`config.mk`:
```
export PLATFORM = sky130hd
export DESIGN_NAME = pipe_ctrl
export DESIGN_NICKNAME = d
export VERILOG_FILES = /design/src/rtl/pipe_ctrl_pkg.sv /design/src/rtl/pipe_ctrl_md_seq.sv /design/src/rtl/pipe_ctrl.sv
export SDC_FILE = /design/constraint.sdc
export NUM_CORES = 1
export LEC_CHECK = 0
export ABC_AREA = 1
export CORE_ASPECT_RATIO = 1.4
export CORE_UTILIZATION = 40
export DETAILED_ROUTE_END_ITERATION = 16
export MAX_ROUTING_LAYER = met4
export PLACE_DENSITY = 0.76
export SYNTH_ARGS = -nofsm -noshare
export SYNTH_HDL_FRONTEND = slang
export SYNTH_SLANG_ARGS = --single-unit
```
`constraint.sdc`:
```
create_clock -name clk -period 1.4 [get_ports clk]
set_input_delay 0.14 -clock clk [delete_from_list [all_inputs] [get_ports clk]]
set_output_delay 0.14 -clock clk [all_outputs]
set_load 0.005 [all_outputs]
```
`src/rtl/pipe_ctrl_pkg.sv`:
```
// Shared encodings for the pipeline hazard controller: Tuse/Tnew codes, mul/div latencies, sequencer states.
// Constants only: no latency or backpressure behaviour of its own.
package pipe_ctrl_pkg;

  localparam logic [1:0] TNEW_NOW   = 2'd0;
  localparam logic [1:0] TUSE_NOW   = 2'd0;
  localparam logic [1:0] TUSE_NEVER = 2'd3;

  localparam int MULT_CYCLES_DEF = 5;
  localparam int DIV_CYCLES_DEF  = 10;

  localparam logic [4:0] EPC_NUM = 5'd14;

  typedef enum logic [1:0] {
    IDLE     = 2'd0,
    MUL_BUSY = 2'd1,
    DIV_BUSY = 2'd2
  } md_state_e;

endpackage

```
`src/rtl/pipe_ctrl_md_seq.sv`:
```
// Multiply/divide busy sequencer: Busy rises the cycle after a start and holds for the op's cycle count.
// Starts are ignored while busy or when squashed by Req; Req never aborts a running op.
module md_seq
  import pipe_ctrl_pkg::*;
#(
  parameter int MULT_CYCLES = MULT_CYCLES_DEF,
  parameter int DIV_CYCLES  = DIV_CYCLES_DEF
) (
  input  logic clk,
  input  logic reset,
  input  logic start,
  input  logic div,
  input  logic req,
  output logic busy
);

  md_state_e  state_q, state_d;
  logic [3:0] cnt_q, cnt_d;

  always_ff @(posedge clk) begin
    if (reset) begin
      state_q <= IDLE;
      cnt_q   <= 4'd0;
    end else begin
      state_q <= state_d;
      cnt_q   <= cnt_d;
    end
  end

  always_comb begin
    state_d = state_q;
    cnt_d   = cnt_q;
    case (state_q)
      IDLE: begin
        // A start coinciding with Req belongs to a squashed instruction.
        if (start && !req) begin
          state_d = div ? DIV_BUSY : MUL_BUSY;
          cnt_d   = div ? 4'(DIV_CYCLES - 1) : 4'(MULT_CYCLES - 1);
        end
      end
      MUL_BUSY, DIV_BUSY: begin
        if (cnt_q == 4'd0) begin
          state_d = IDLE;
        end else begin
          cnt_d = cnt_q - 4'd1;
        end
      end
      default: begin
        state_d = IDLE;
        cnt_d   = 4'd0;
      end
    endcase
  end

  assign busy = (state_q != IDLE);

endmodule

```
`src/rtl/pipe_ctrl.sv`:
```
// Pipeline stall controller: combinational hazard detection to PC/IF-ID enables and ID/EX bubble, plus stall counter.
// Zero-cycle decision; Req overrides every stall cause so the exception flush can proceed.
module pipe_ctrl
  import pipe_ctrl_pkg::*;
#(
  parameter int MULT_CYCLES = MULT_CYCLES_DEF,
  parameter int DIV_CYCLES  = DIV_CYCLES_DEF
) (
  input  logic        clk,
  input  logic        reset,
  input  logic        Req,
  input  logic [4:0]  A1_D,
  input  logic [4:0]  A2_D,
  input  logic [1:0]  Tuse_rs_D,
  input  logic [1:0]  Tuse_rt_D,
  input  logic [4:0]  A3_E,
  input  logic [4:0]  A3_M,
  input  logic [1:0]  Tnew_E,
  input  logic [1:0]  Tnew_M,
  input  logic        MD_D,
  input  logic        Start_E,
  input  logic        Div_E,
  input  logic        Eret_D,
  input  logic        EPC_Wr_E,
  input  logic        EPC_Wr_M,
  output logic        PC_en,
  output logic        IF_ID_en,
  output logic        ID_EX_clr,
  output logic        Busy,
  output logic [15:0] Stall_Cnt
);

  logic        stall_rs, stall_rt, stall_md, stall_eret, stall;
  logic [15:0] stall_cnt_q, stall_cnt_d;

  md_seq #(
    .MULT_CYCLES (MULT_CYCLES),
    .DIV_CYCLES  (DIV_CYCLES)
  ) u_md_seq (
    .clk   (clk),
    .reset (reset),
    .start (Start_E),
    .div   (Div_E),
    .req   (Req),
    .busy  (Busy)
  );

  // $0 is hardwired, so a match on it is never a real dependency.
  always_comb begin
    stall_rs   = (A1_D != 5'd0) &&
                 (((A1_D == A3_E) && (Tuse_rs_D < Tnew_E)) ||
                  ((A1_D == A3_M) && (Tuse_rs_D < Tnew_M)));
    stall_rt   = (A2_D != 5'd0) &&
                 (((A2_D == A3_E) && (Tuse_rt_D < Tnew_E)) ||
                  ((A2_D == A3_M) && (Tuse_rt_D < Tnew_M)));
    stall_md   = MD_D && (Start_E || Busy);
    stall_eret = Eret_D && (EPC_Wr_E || EPC_Wr_M);
    stall      = (stall_rs || stall_rt || stall_md || stall_eret) && !Req;
  end

  assign PC_en     = !stall;
  assign IF_ID_en  = !stall;
  assign ID_EX_clr = stall;

  always_comb begin
    stall_cnt_d = stall_cnt_q;
    if (stall) begin
      stall_cnt_d = stall_cnt_q + 16'd1;
    end
  end

  always_ff @(posedge clk) begin
    if (reset) begin
      stall_cnt_q <= 16'd0;
    end else begin
      stall_cnt_q <= stall_cnt_d;
    end
  end

  assign Stall_Cnt = stall_cnt_q;

endmodule

```
==> metrics.txt, run 1 <==
status finished, violations left; failing checks negative setup slack; Final #Nets 445; Top Metal Used met4; crit path max-delay cell type dfxtp_2; initial antenna violation count 0; CP endpoint kind output port; final core utilization 69.37%; Distinct cells, synth 34; Critical Path AT 1.40 ns; CTS tree yes; CORE AREA 4309 um^2; top post-synthesis cells by area dfxtp_1, nand2_1, inv_1; CP delay by family, top flip-flops; clock latency on the worst-skew pair 0.26 ns; met3 wire len 273 um; Critical Path Fanout Max 4; Post-Synth Simple-Gate Area 42.06%; starting DRC count in detailed routing 147; first-pass GRT wire length 8928 um; #FFs+latches synth 22; Mapped Cells 297; multiplexer share of the synthesized area 0%; antenna viol nets, final 0; startpoint types register; critical path class reg -> out; Num CTS Buffers 3; R2R Setup Slk -0.09 ns; Hold Path Sink u_md_seq.cnt_q[1]$_SDFFE_PP0P_; Pleak 0.001537 uW; hold wc startpoint u_md_seq.cnt_q[1]$_SDFFE_PP0P_; met2 WL post-DR 3111 um; Fillers 373; worst hold slack 0.4936 ns; Routed WL per cell 12.30 um; largest net degree at the start of global routing 27; Final Cycle Share 110.2%; first-pass iteration count of the detailed router 4; total global routing overflow 0; share of layout cells above drive strength 1 35.34%; Die X 59.25 um; largest family of logic cells by synthesized area simple AND/OR/NAND/NOR gates; Residual DRC 0; FF-to-FF path depth 12; Worst slew margin 80.39%; Via density 4.895; n_diodes 0; Compound-Gate Fraction of Synth Area 10.57%; total power 2921 uW; Syn Nets 342; EDFF count, synth 0; WP data required 1.26 ns; syn_area_per_cell 6.180 um^2; Synth Flop Type dfxtp_1; top cells by count, synth nand2_1, inv_1, nor2_1; Post-Route Skew 0.006042 ns; unrepaired setup endpoints after global routing yes; setup ws final -0.1430 ns; Core Rows 28; sequence of cells on the critical path inv_2 -> ha_4 -> nand2_4 -> a21oi_4 -> nand3_4 -> nand2_4 -> inv_2 -> buf_2; Final setup viols 12; hold path cells 2; min cycle time layout 1.543 ns; GPL Wtd Cong 0.9196; vias in the first global route 2131; Netlist Area Pre-Place 1836 um^2; Maximum Capacitance Violations 0; hold_buf cts 0; PortBufs 56; Die Ht 82.15 um; CTS Buffer Depth 2; Final Hold Violating Endpoints 0; clock sinks 22; routed via count 2247; Synth top area share 23.99%; Post-Route M1 WL 2086 um; post-synthesis xor/xnor area fraction 3.817%; yosys synthesis warning count 0; Worst Tran Pin Value 0.2935 ns; worst r2r dst Stall_Cnt[8]$_SDFFE_PP0P_; die area 4867 um^2; area leader, netlist dfxtp_1; DRT Wirelength 5644 um; fmax 0.6481 GHz; crit-path max cell delay 0.34 ns; Root Buffer clkbuf_8; Initial Util 42.60%; Post-synth ARST share 0%; Power Dens Cells 977.1 nW/um^2; DP Worst Slack -0.8071 ns; fin. max-slew vios 0; overall routing resource usage 24.43%; worst r2r src u_md_seq.state_q[1]$_SDFFE_PP0P_; Adder-Cell Fraction of Synth Area 5.453%; clk slew on worst S/H paths 0.08 ns; H-tree levels 1; register area share after synthesis 23.99%; Hold Path Class reg -> reg; Syn-to-layout area delta 62.85%; dpl hpwl 3988 um; Peak VDD IR 1.231 mV; CP Buf/Inv Count 3; IO Count 57; cell with the most instances after synthesis nand2_1
## metrics by stage
step           setup TNS (ns)  std cells  cell area (um^2)
5_1_grt                -2.690        459              2989
3_5_place_dp           -14.75        451              2756
2_1_floorplan               0        297              1851
3_3_place_gp           -13.41        451              2756
4_1_cts                -1.129        457              2900
6_report              -0.6402        459              2989
## routing by layer
layer	up-vias	GRT usage, %
li1	1128	-
met1	1033	24.98
met2	70	45.28
met3	16	3.271
met4	0	11.19
met5	-	-
## cells by family after synthesis
logic type / count (synthesis)
AOI/OAI and AO/OA: 36
xor gates and xnor gates: 8
buffers and inverters: 61
DFF: 22
and+or+nand+nor: 162
adders and majority gates: 8
## power breakdown
| group | switching, uW | internal (uW) |
|---|---|---|
| registers | 75.6 | 725 |
| logic | 778 | 743 |
| clock network | 218 | 382 |
| total | 1070 | 1850 |
## layout by cell type (no fill, tap or decap), drive strengths merged, types with 4 or more instances in the layout
cell	synthesis	routed
a21oi	21	21
nor3	5	5
xnor2	4	4
nand3	28	28
nor2	38	38
dlymetal6s2s	0	5
clkdlybuf4s50	0	16
xor2	4	4
dfxtp	22	22
clkdlybuf4s15	0	8
nand2	85	85
clkbuf	0	9
dlygate4sd2	0	15
buf	4	52
o21ai	9	9
ha	8	8
inv	53	54
## timing repair
item | 4_1_cts | 5_1_grt
pin swaps | 26 | 14
buffers inserted | 3 | 2
gates resized for setup | 88 | 50
hold endpoints to repair | 0 | 0
setup endpoints to repair | 31 | 35
## final cells by class
cell class              count  area (um^2)  share of cell area, %
clock buffers               3        41.29                  1.381
multi-input cells         214         1323                  44.24
repair buffers            102        847.1                  28.34
well taps                  60        75.07                  2.512
flip-flops and latches     22        456.7                  15.28
clock inverters             1        30.03                  1.005
inverters                  57        216.5                  7.242
## state kept, by name, summed over array words and instances, names as in the netlist
register	count
u_md_seq.cnt_q	4
u_md_seq.state_q	2
Stall_Cnt	16
## worst register-to-register path, delay by kind of cell, from the launching register on
family	cells	cell delay, ns
buf+inv	4	0.35
simple gates	6	0.37
compound gates	1	0.19
fa+ha+maj	1	0.14
flops	1	0.34
## worst max path at each step
stage,start,end,slack (ns),cells past startpoint
3_3_place_gp,Tnew_M[1],ID_EX_clr,-0.77,13
6_report,u_md_seq.state_q[1]$_SDFFE_PP0P_,ID_EX_clr,-0.14,8
5_1_grt,u_md_seq.state_q[0]$_SDFFE_PP0P_,ID_EX_clr,-0.22,8
2_1_floorplan,Stall_Cnt[7]$_SDFFE_PP0P_,Stall_Cnt[14]$_SDFFE_PP0P_,0.002,9
4_1_cts,u_md_seq.state_q[1]$_SDFFE_PP0P_,ID_EX_clr,-0.10,8
3_5_place_dp,Tnew_M[1],ID_EX_clr,-0.81,13
Power figures use the tool's default switching activity.
==> run 2: changes to the inputs <==
- CELL_PAD_IN_SITES_DETAIL_PLACEMENT: unset -> 2
- CELL_PAD_IN_SITES_GLOBAL_PLACEMENT: unset -> 2
- CORE_UTILIZATION: 40 -> 21
- PLACE_DENSITY: 0.76 -> unset
- PLACE_DENSITY_LB_ADDON: unset -> 0.25
==> metrics.txt, run 2 (synthesis results as in run 1) <==
worst hold slack 0.4760 ns; Final Hold Violating Endpoints 0; failing checks negative setup slack; crit path max-delay cell type dfxtp_2; DP Worst Slack -0.9731 ns; crit-path max cell delay 0.33 ns; worst r2r dst Stall_Cnt[9]$_SDFFE_PP0P_; CTS Buffer Depth 2; dpl hpwl 5992 um; Hold Path Sink u_md_seq.cnt_q[1]$_SDFFE_PP0P_; hold path cells 2; share of layout cells above drive strength 1 40.64%; Post-Route M1 WL 2962 um; overall routing resource usage 18.59%; clock latency on the worst-skew pair 0.26 ns; Final #Nets 453; Worst Tran Pin Value 0.5933 ns; Fillers 1039; Maximum Capacitance Violations 0; PortBufs 56; Core Rows 40; met3 wire len 239 um; Critical Path Fanout Max 4; CP endpoint kind output port; Power Dens Cells 1013 nW/um^2; commonest non-fill, non-tap cell in the layout nand2_1; initial antenna violation count 0; total global routing overflow 0; DRT Wirelength 8106 um; setup ws final -0.1350 ns; CTS tree yes; Top Metal Used met4; startpoint types register; hold wc startpoint u_md_seq.cnt_q[1]$_SDFFE_PP0P_; Peak VDD IR 0.7754 mV; fmax 0.6515 GHz; Die Ht 112.6 um; first-pass iteration count of the detailed router 4; critical path class reg -> out; Via density 4.446; WP data required 1.26 ns; Worst slew margin 60.08%; starting DRC count in detailed routing 32; hold_buf cts 0; vias in the first global route 2668; clock sinks 22; Pleak 0.001580 uW; sequence of cells on the critical path inv_2 -> ha_4 -> nand2_4 -> a21oi_4 -> nand3_4 -> nand2_4 -> inv_4 -> buf_6; Finished Layout Cells 511; routed via count 2272; Area after DPL 2820 um^2; clk slew on worst S/H paths 0.06 ns; die area 9124 um^2; Final setup viols 18; Num CTS Buffers 3; CORE AREA 8508 um^2; Post-Route Skew 0.001524 ns; H-tree levels 1; min cycle time layout 1.535 ns; FF-to-FF path depth 9; Hold Path Class reg -> reg; fin. max-slew vios 0; Final Cycle Share 109.6%; R2R Setup Slk -0.10 ns; CP most frequent cell nand2_4; largest net degree at the start of global routing 19; worst r2r src u_md_seq.state_q[1]$_SDFFE_PP0P_; Die X 81.02 um; Root Buffer clkbuf_16; Critical Path AT 1.40 ns; Layout Cell Area excl Fill 3249 um^2; max reg flops 16; Initial Util 21.57%; commonest cells after routing, fill and taps aside nand2_1, buf_4, inv_1; GPL Wtd Cong 0.7520; Routed WL per cell 15.86 um; unrepaired setup endpoints after global routing yes; status finished, violations left; cell count after placement 497; first-pass GRT wire length 12610 um; Residual DRC 0; met2 WL post-DR 4729 um; IO Count 57; Syn-to-layout area delta 77.03%; antenna viol nets, final 0; n_diodes 0
## run 2: changes by cell type in the layout (fill, tap and decap cells not counted), sizes merged
cell | previous run | this run
bufinv | 1 | 0
dlygate4sd2 | 15 | 14
dlymetal6s2s | 5 | 4
clkdlybuf4s15 | 8 | 7
clkbuf | 9 | 8
clkdlybuf4s50 | 16 | 18
buf | 52 | 62
## run 2: worst max path at each step
stage	slack [ns]	startpoint	endpoint
2_1_floorplan	0.002	Stall_Cnt[7]$_SDFFE_PP0P_	Stall_Cnt[14]$_SDFFE_PP0P_
4_1_cts	-0.13	Start_E	u_md_seq.cnt_q[2]$_SDFFE_PP0P_
3_5_place_dp	-0.97	Tuse_rs_D[1]	PC_en
3_3_place_gp	-0.90	Tuse_rs_D[1]	IF_ID_en
6_report	-0.14	u_md_seq.state_q[1]$_SDFFE_PP0P_	ID_EX_clr
5_1_grt	-0.20	u_md_seq.state_q[1]$_SDFFE_PP0P_	ID_EX_clr
## run 2: through the flow
step	utilization [%]	total power (uW)	TNS [ns]
3_5_place_dp	33.15	2299	-17.51
2_1_floorplan	-	1532	0
6_report	38.19	3292	-1.527
5_1_grt	38.19	3507	-3.340
3_3_place_gp	33.15	2235	-16.05
4_1_cts	36.78	3145	-2.059
## run 2: worst max-delay path, delay by kind of cell (launching register included)
kind,cells,cell delay [ns]
flops,1,0.33
simple gates,3,0.28
buf+inv,3,0.21
fa+ha+maj,1,0.16
compound gates,1,0.16
## run 2: repair_timing
item / 4_1_cts / 5_1_grt
setup endpoints to repair: 30 / 32
setup buffers: 8 / 6
pin swaps: 31 / 20
cloned: 1 / 0
endpoints found under the hold margin: 0 / 0
gates resized for setup: 120 / 56
## run 2: power by group
part | internal, uW | switching [uW] | total, uW
clock network | 378 | 239 | 617
registers | 728 | 71.3 | 800
logic | 896 | 979 | 1870
total | 2000 | 1290 | 3290
## run 2: final cells by class
cell class / count / area [um^2] / area share (%)
Multi-Input combinational cell: 214 / 1404 / 43.20
Timing Repair Buffer: 110 / 955.9 / 29.42
Sequential cell: 22 / 462.9 / 14.25
Inverter: 57 / 220.2 / 6.777
Tap cell: 105 / 131.4 / 4.043
Clock buffer: 3 / 75.07 / 2.310
## run 2: routing by layer
layer / up-vias / GRT usage, %
met2: 41 / 38.26
li1: 1142 / -
met4: 0 / 4.286
met3: 11 / 1.138
met5: - / -
met1: 1078 / 17.80
==> run 3: changes to the inputs <==
- HOLD_SLACK_MARGIN: unset -> 0.1
==> results of run 3 <==
No change in the layout: final DEF, timing and power equal those of run 2.
